File: config.mk
export PLATFORM = sky130hd
export DESIGN_NAME = eigen_uart_tx
export DESIGN_NICKNAME = d
export VERILOG_FILES = /design/src/rtl/eigen_pkg.sv /design/src/rtl/uart_byte_tx.sv /design/src/rtl/eigen_uart_tx.sv
export SDC_FILE = /design/constraint.sdc
export NUM_CORES = 1
export LEC_CHECK = 0
export ABC_AREA = 1
export BUFFER_PORTS_ARGS = -buffer_cell sky130_fd_sc_hd__buf_2
export CORE_MARGIN = 2
export CORE_UTILIZATION = 40
export CTS_BUF_LIST = sky130_fd_sc_hd__clkbuf_4 sky130_fd_sc_hd__clkbuf_8 sky130_fd_sc_hd__clkbuf_16
export DETAILED_ROUTE_END_ITERATION = 16
export SKIP_LAST_GASP = 1
export SLEW_MARGIN = 20
export SYNTH_ARGS = -nofsm -noshare
export SYNTH_HDL_FRONTEND = slang
export SYNTH_SLANG_ARGS = --single-unit
export TNS_END_PERCENT = 10
File: constraint.sdc
create_clock -name clk -period 2.29 [get_ports clk]
set_clock_uncertainty 0.05 [all_clocks]
set_input_delay 0.229 -clock clk [delete_from_list [all_inputs] [get_ports clk]]
set_output_delay 0.229 -clock clk [all_outputs]
set_load 0.02 [all_outputs]
File: src/rtl/eigen_pkg.sv
// eigen_pkg: ASCII constants, frame lengths, FSM encoding and hex helper for the eigen report UART
package eigen_pkg;
  localparam logic [7:0] ASCII_SP = 8'h20;
  localparam logic [7:0] ASCII_CR = 8'h0D;
  localparam logic [7:0] ASCII_LF = 8'h0A;
  localparam logic [7:0] ASCII_0  = 8'h30;
  localparam logic [7:0] ASCII_A  = 8'h41;
  localparam int FRAME_LEN_BASE = 26;
  localparam int FRAME_LEN_SEED = 31;
`ifdef EIGEN_TX_SEED_EN
  localparam int FRAME_LEN = FRAME_LEN_SEED;
`else
  localparam int FRAME_LEN = FRAME_LEN_BASE;
`endif
  typedef enum logic [1:0] {IDLE, LOAD, SEND} state_t;
  function automatic logic [7:0] hex_ascii(input logic [3:0] n);
    return n < 4'd10 ? ASCII_0 + {4'd0, n} : ASCII_A + {4'd0, n} - 8'd10;
  endfunction
endpackage

File: src/rtl/uart_byte_tx.sv
// uart_byte_tx: valid/ready 8N1 byte serializer; ready rises in the last stop-bit cycle so bytes chain gaplessly
module uart_byte_tx #(
  parameter int CLKS_PER_BIT = 16
) (
  input  logic       clk,
  input  logic       reset,
  input  logic       valid,
  input  logic [7:0] data,
  output logic       ready,
  output logic       stop,
  output logic       txd
);
  localparam int W = $clog2(CLKS_PER_BIT);
  logic           active;
  logic [7:0]     shift;
  logic [3:0]     bit_cnt;
  logic [W-1:0]   baud_cnt;
  logic           last;
  assign last  = baud_cnt == W'(CLKS_PER_BIT - 1);
  assign stop  = active && bit_cnt == 4'd9;
  assign ready = !active || (stop && last);
  // bit_cnt 0 = start bit, 1..8 = data LSB first, 9 = stop bit
  always_ff @(posedge clk or negedge reset) begin
    if (!reset) begin
      active   <= 1'b0;
      shift    <= '0;
      bit_cnt  <= '0;
      baud_cnt <= '0;
      txd      <= 1'b1;
    end else if (valid && ready) begin
      active   <= 1'b1;
      shift    <= data;
      bit_cnt  <= '0;
      baud_cnt <= '0;
      txd      <= 1'b0;
    end else if (active && last) begin
      baud_cnt <= '0;
      if (stop) begin
        active  <= 1'b0;
        bit_cnt <= '0;
        txd     <= 1'b1;
      end else begin
        bit_cnt <= bit_cnt + 4'd1;
        txd     <= bit_cnt == 4'd8 ? 1'b1 : shift[bit_cnt[2:0]];
      end
    end else if (active) begin
      baud_cnt <= baud_cnt + 1'b1;
    end
  end
endmodule

File: src/rtl/eigen_uart_tx.sv
// eigen_uart_tx: snapshots matrix/vector state and sends it as one ASCII hex report line; EIGEN_TX_SEED_EN adds the seed vector field
module eigen_uart_tx import eigen_pkg::*; #(
  parameter int CLK_HZ = 100000000,
  parameter int BAUD   = 115200
) (
  input  logic        clk,
  input  logic        reset,
  input  logic        start,
  input  logic [63:0] matrix_a,
  input  logic [15:0] vector_v,
  input  logic [15:0] v_new,
  input  logic [7:0]  iteration_count,
  output logic        uart_txd,
  output logic        busy,
  output logic        frame_done
);
  localparam int CLKS_PER_BIT = CLK_HZ / BAUD;
  localparam logic [4:0] LAST = 5'(FRAME_LEN);
  state_t      state;
  logic [4:0]  idx;
  logic [63:0] snap_m;
  logic [15:0] snap_v;
  logic [15:0] snap_s;
  logic [7:0]  snap_it;
  logic        ser_valid;
  logic        ser_ready;
  logic        ser_stop;
  logic [7:0]  ser_data;
  // bytes 17..20 and 25..28 share the same nibble offset modulo 4, so one k serves both vector fields
  function automatic logic [7:0] frame_byte(input logic [4:0] i, input logic [63:0] m,
                                            input logic [15:0] v, input logic [15:0] s,
                                            input logic [7:0] it);
    logic [4:0] k;
    k = i - 5'd17;
    return i < 5'd16 ? hex_ascii(m[{i[3:0], 2'b00} +: 4])
         : (i == 5'd16 || i == 5'd21) ? ASCII_SP
         : i < 5'd21 ? hex_ascii(v[{k[1:0], 2'b00} +: 4])
         : i == 5'd22 ? hex_ascii(it[7:4])
         : i == 5'd23 ? hex_ascii(it[3:0])
`ifdef EIGEN_TX_SEED_EN
         : i == 5'd24 ? ASCII_SP
         : i < 5'd29 ? hex_ascii(s[{k[1:0], 2'b00} +: 4])
`endif
         : i == LAST - 5'd2 ? ASCII_CR : ASCII_LF;
  endfunction
  // byte 0 goes out on the start edge itself, so it is taken from the live inputs being snapshotted
  assign ser_valid = (state == IDLE && start && !frame_done) || (state == LOAD && idx != LAST);
  assign ser_data  = frame_byte(idx, state == IDLE ? matrix_a : snap_m, snap_v, snap_s, snap_it);
  uart_byte_tx #(.CLKS_PER_BIT(CLKS_PER_BIT)) u_ser (
    .clk   (clk),
    .reset (reset),
    .valid (ser_valid),
    .data  (ser_data),
    .ready (ser_ready),
    .stop  (ser_stop),
    .txd   (uart_txd)
  );
  // frame sequencer: LOAD covers the stop bit so the next byte is handed over as that stop bit ends
  always_ff @(posedge clk or negedge reset) begin
    if (!reset) begin
      state      <= IDLE;
      idx        <= '0;
      busy       <= 1'b0;
      frame_done <= 1'b0;
      snap_m     <= '0;
      snap_v     <= '0;
      snap_s     <= '0;
      snap_it    <= '0;
    end else begin
      frame_done <= 1'b0;
      if (state == IDLE && ser_valid) begin
        snap_m  <= matrix_a;
        snap_v  <= v_new;
        snap_s  <= vector_v;
        snap_it <= iteration_count;
        idx     <= 5'd1;
        busy    <= 1'b1;
        state   <= SEND;
      end else if (state == SEND && ser_stop) begin
        state <= LOAD;
      end else if (state == LOAD && ser_ready) begin
        if (idx == LAST) begin
          state      <= IDLE;
          idx        <= '0;
          busy       <= 1'b0;
          frame_done <= 1'b1;
        end else begin
          idx   <= idx + 5'd1;
          state <= SEND;
        end
      end
    end
  end
endmodule

Word level (Yosys, flattened, before mapping) --
Index checks and enable logic that the tools add are counted.
Cells by class: reductions and logical operators 25, eq/ne operators 13, add/subtract/negate cells 16, mux-type cells 42, shifts and indexed selects 2, magnitude comparators 7
Operator list (number):
- $mux 8 | 9
- $mux 64 | 1
- $shiftx 64x7->4 | 1
- $add 7x4->8 const A | 4
- $sub 8x4->8 const B | 4
- $eq 5x5->1 const B | 6
- $mux 10 | 3
- $add 6x4->7 const A | 4
- $mux 5 | 4
- $lt 4x4->1 const B | 4
- $mux 1 | 16
- $shiftx 16x5->4 | 1
- $mux 4 | 3
- $add 10x1->10 const B | 1
- $eq 10x10->1 const B | 1
- $logic_and 1x1->1 | 10
- $lt 5x5->1 const B | 2
- $eq 4x4->1 const B | 2
- $mux 2 | 4
- $reduce_bool 2->1 | 4
- $reduce_bool 3->1 | 2
- $add 5x1->5 const B | 1
- $ne 5x5->1 const B | 1
- $add 4x1->4 const B | 1
- other kinds (12) | 16
Word-level totals: register bits 121, output and inout bits 3, input port bits 107, logic and storage cells 117

Logic depth before layout (Yosys ltp) --
depth in word-level cells 8, mapped depth 17, mapped depth without buffers 16

By module --
A second synthesis with hierarchy kept.
Unflattened totals: cells, all modules 1046, area, all modules 7313.3 um2
By module, submodules not included:
- eigen_uart_tx | instances 1, sequential area each 2427.3 um2, area an instance 5919.4 um2, cells an instance 863
- uart_byte_tx | instances 1, sequential area each 601.8 um2, area an instance 1393.8 um2, cells an instance 183

Least setup slack after synthesis --
OpenSTA, ideal clock, no wires.
path kind register to register, start register idx[0], end register u_ser.shift[2], clock period less this slack 2383 ps, arrival time 2255 ps, setup slack -93 ps, setup time 77 ps, data required time 2163 ps, buffers on the path 2, stages on the path, launching flop included 13, path through dfrtp_1 > inv_2 > buf_2 > buf_2 > ha_1 > inv_1 > o21ai_0 > o22a_1 > ha_1 > or2_2 > a21oi_1 > nor2_1 > a21oi_1
On the way: cells in the longest elaborated chain, start to end 8, elaborated cells on any way between the ends 31, those cells by class 7 x add/sub; 4 x order compare; 6 x eq/ne; 2 x shift; 8 x mux; 4 x reduce/logical
RTL lines:
- from (decl) | RTL line eigen_uart_tx.sv:20 | logic [4:0] idx;
- from (signal assigned) | RTL line eigen_uart_tx.sv:88 | idx <= idx + 5'd1;
- $sub 2x1->2 | RTL line eigen_uart_tx.sv:34 | k = i - 5'd17;
- $shiftx 16x5->4 | RTL line eigen_uart_tx.sv:37 | : i < 5'd21 ? hex_ascii(v[{k[1:0], 2'b00} +: 4])
- $add 7x4->8 | RTL line eigen_pkg.sv:17 | return n < 4'd10 ? ASCII_0 + {4'd0, n} : ASCII_A + {4'd0, n} - 8'd10;
- $sub 8x4->8 | RTL line eigen_pkg.sv:17
- $mux 8 | RTL line eigen_pkg.sv:17
- $mux 8 | RTL line eigen_uart_tx.sv:37
- $mux 8 | RTL line eigen_uart_tx.sv:36 | : (i == 5'd16 || i == 5'd21) ? ASCII_SP
- $mux 8 | RTL line eigen_uart_tx.sv:35 | return i < 5'd16 ? hex_ascii(m[{i[3:0], 2'b00} +: 4])
- to (signal assigned) | RTL line uart_byte_tx.sv:32 | shift <= data;
- to (decl) | RTL line uart_byte_tx.sv:15 | logic [7:0] shift;
Several ways; a longest one is shown, not always the timed one. A chain may end at the register's enable or synchronous reset.

Worst setup path after layout --
start register state[1], end register u_ser.shift[1]
On the way: cells in the longest elaborated chain, start to end 7, elaborated cells on any way between the ends 15, those cells by class 3 x add/sub; 1 x order compare; 1 x eq/ne; 1 x shift; 3 x mux; 6 x reduce/logical
RTL lines:
- from (decl) | RTL line eigen_uart_tx.sv:19 | state_t state;
- from (signal assigned) | RTL line eigen_uart_tx.sv:61 | state <= IDLE;
- from (signal assigned) | RTL line eigen_uart_tx.sv:78 | state <= SEND;
- from (signal assigned) | RTL line eigen_uart_tx.sv:80 | state <= LOAD;
- $logic_not 2->1 | RTL line eigen_uart_tx.sv:47, eigen_uart_tx.sv:48
- $mux 64 | RTL line eigen_uart_tx.sv:48 | assign ser_data = frame_byte(idx, state == IDLE ? matrix_a : snap_m, snap_v, snap_s, snap_it);
- $shiftx 64x7->4 | RTL line eigen_uart_tx.sv:35
- $add 7x4->8 | RTL line eigen_pkg.sv:17
- $sub 8x4->8 | RTL line eigen_pkg.sv:17
- $mux 8 | RTL line eigen_pkg.sv:17
- $mux 8 | RTL line eigen_uart_tx.sv:35
Several ways; a longest one is shown, not always the timed one.

==> flow_metrics.tcl <==
set metrics [dict create \
    seqCellArea_mm2 0.00301 \
    critPathBufInv 2 \
    synth_fp_nets 1117 \
    gp_congestion 0.867 \
    cts.path.max_buffers 2 \
    ios 110 \
    drc_errors 0 \
    status "finished clean" \
    path_cells "nor2_4 > buf_12 > o211ai_1 > nand3_1 > nand2_1 > nor2_1 > nand2_1 > nand2_1 > inv_1 > ha_1 > nand3b_1 > nand2_1 > nand2_1 > a21oi_1" \
    ys_seq_area_share_pct 42.5 \
    final_common_cell "nand2_1" \
    maxSlewViolCount 0 \
    r2r_cells 14 \
    die_h_um 137 \
    p_clk_share_pct 48.3 \
    power_uw 5210 \
    drt_iter0_markers 505 \
    viasPerCell 4.86 \
    synth_area_per_cell_um2 7.09 \
    crit_family "simple AND/OR/NAND/NOR gates" \
    hp-class "primary input to flip-flop" \
    p_switching_uw 1200 \
    die_w_um 137 \
    pwr_density_cell_mw_per_mm2 575 \
    cp-start-kind "flip-flop" \
    syn_area_mm2 0.00707 \
    multi_input_area_mm2 0.00340 \
    synth_area_leaders "dfrtp_1, nand2_1, nand3_1, inv_1, o21ai_0" \
    final-hold-violation-count 0 \
    port_buffers 93 \
    reg2reg_slack_ns 0.07 \
    via_count 6772 \
    ys_warn_count 0 \
    grtUsageTotal_pct 21.0 \
    ant_nets 0 \
    slowest_delay_ns 0.45 \
    cts-htree-levels 4 \
    cts-root-buf "clkbuf_16" \
    worstPathMaxFanout 23 \
    p_int_uw 4010 \
    rows 48 \
    rsz0062_at_grt "true" \
    leakage_uw 0.00456 \
    period_needed_ns 2.22 \
    synth_top_area_share_pct 42.1 \
    cts_made_buffers 17 \
    clk_pin_slew_worst_paths_ns 0.05 \
    grt_pass1_vias 6629 \
    max_freq_mhz 450 \
    fin_util_pct 52.4 \
    whs_ns 0.00487 \
    netlist.top_cell.by_area "dfrtp_1" \
    arrival_ns 2.52 \
    worstSetupStartpoint "state[1]" \
    area_growth_pct 28.0 \
    slowest_stage "dfrtp_2" \
    ir_drop_mv 0.512 \
    post_dp_cell_area_mm2 0.00794 \
    dp.cells 1309 \
    start_util_pct 40.9 \
    r2r-end "u_ser.shift[1]" \
    clk_latency_ns 0.42 \
    cts_tree "yes" \
    fin_nets 1275 \
    final_cell_mix "nand2_1, dfrtp_1, nand3_1, inv_1, buf_2" \
    grt_pass1_wl_um 31100 \
    p_sw_share_pct 23.1 \
    synthCells 998 \
    overflow 0 \
    max-slew-margin-rel_pct 60.3 \
    antenna_cells 0 \
    nFillCells 1713 \
    finalCritPeriodShare_pct 97.1 \
    fp.coreArea_mm2 0.0173 \
    yosys_most_used_dff "dfrtp_1" \
    seqPwrFrac_pct 43.2 \
    crit_required_ns 2.58 \
    post-dp-hpwl_um 12200 \
    stdcell_count 1394 \
    r2r-start "state[1]" \
    antenna_found_initial 0 \
    drive_gt1_share_pct 17.7 \
    synth-seq-cells 120 \
    worst_slew_pin_slew_ns 0.596 \
    grt_max_degree 116 \
    clock_sinks 120 \
    synthDistinctLibCells 44 \
    worstHoldStart "matrix_a[17]" \
    p_comb_share_pct 8.4 \
    worstSetupEndpoint "u_ser.shift[1]" \
    crit_cells 14 \
    crit_top_cell "nand2_1" \
    die-area_mm2 0.0188 \
    routed_wl_um 18500 \
    post_drt_wl_per_cell_um 13.3 \
    synth-edff-count 0 \
    crit_path_end_kind "flip-flop" \
    async_flop_share_pct 100 \
    first_pass_iters 6 \
    stdcell_area_mm2 0.00906 \
    max_cap_viol_count 0 \
    setup_viol 0 \
    crit_type "flip-flop to flip-flop" \
]
state kept, by name (all words and copies together), names as in the netlist:
signal / count
busy: 1
snap_it: 8
snap_m: 64
snap_v: 16
idx: 5
state: 2
frame_done: 1
u_ser.bit_cnt: 4
u_ser.shift: 7
u_ser.active: 1
u_ser.baud_cnt: 10
u_ser.txd: 1
power by group through the flow:
stage | registers (µW) | clock network (µW) | logic (µW)
finish | 2250 | 2520 | 439
global placement | 2280 | 0 | 371
floorplan | 2280 | 0 | 189
CTS | 2250 | 2570 | 444
detailed placement | 2280 | 0 | 376
global route | 2260 | 2680 | 510
worst min-delay path: cells and delay by family:
kind | cells | cell delay (ns)
buffers and inverters | 1 | 0.10
AOI/OAI and AO/OA | 1 | 0.06
and+or+nand+nor | 1 | 0.05
cell usage after synthesis, types with 3 or more instances:
library cell / number
nand2_1: 346
buf_6: 6
dfrtp_1: 119
o21ai_0: 73
nor3_1: 4
xor2_1: 5
nand2_2: 7
inv_1: 104
o211ai_1: 16
ha_1: 12
clkbuf_1: 18
buf_4: 5
a31oi_1: 8
nor2_1: 50
nand3_1: 113
a21oi_1: 40
a22oi_1: 3
buf_2: 16
nand4_1: 4
nor2_2: 6
inv_2: 12
stage by stage:
step	worst slack, ns	TNS, ns
final	0.0671	0
after detailed placement	0.0387	0
after floorplan	0.00403	0
after global placement	0.0437	0
after CTS	0.0209	0
after global routing	-0.107	-0.596
final cells by class:
| type | instances | area share, % |
|---|---|---|
| clock buffer | 23 | 5.33 |
| multi-input combinational | 715 | 37.6 |
| clock inverter | 9 | 0.829 |
| sequential | 120 | 33.2 |
| inverter | 117 | 4.88 |
| tap | 225 | 3.11 |
| timing repair buffer | 185 | 15.1 |
metal layers:
layer  share of wire [%]  up-vias  track usage, %
met5                   0        -               0
met3                 3.8       14            4.56
li1                    -     3516               -
met2                  47      121            34.3
met4                 1.0        0            5.15
met1                  49     3121            28.3
logic make-up (layout without fill, tap and decap cells):
kind of cell | Yosys count | in the layout | synth area share (%)
XOR/XNOR | 6 | 6 | 0.743
flip-flops | 120 | 120 | 42.5
AND/OR/NAND/NOR | 541 | 542 | 32.4
adder cells (fa/ha/maj) | 12 | 12 | 2.12
buffers and inverters | 164 | 334 | 9.89
multiplexers | 1 | 1 | 0.141
AO/OA/AOI/OAI | 154 | 154 | 12.2
what timing repair did:
action                     in CTS  in global routing
resized for setup               0                  3
setup endpoints to repair       0                 15
setup buffers                   0                  0
hold endpoints to repair       78                  0
hold buffers                   51                  0
worst min path at each step:
stage	endpoint	slack [ns]	cells past startpoint
after floorplan	busy	-0.12	0
after global placement	snap_m[6]	0.15	1
after detailed placement	snap_m[6]	0.15	1
after CTS	snap_m[41]	0.00007	3
after global routing	snap_m[11]	0.01	3
final	snap_m[17]	0.005	3
No activity file was read; power rests on OpenSTA's default activity.
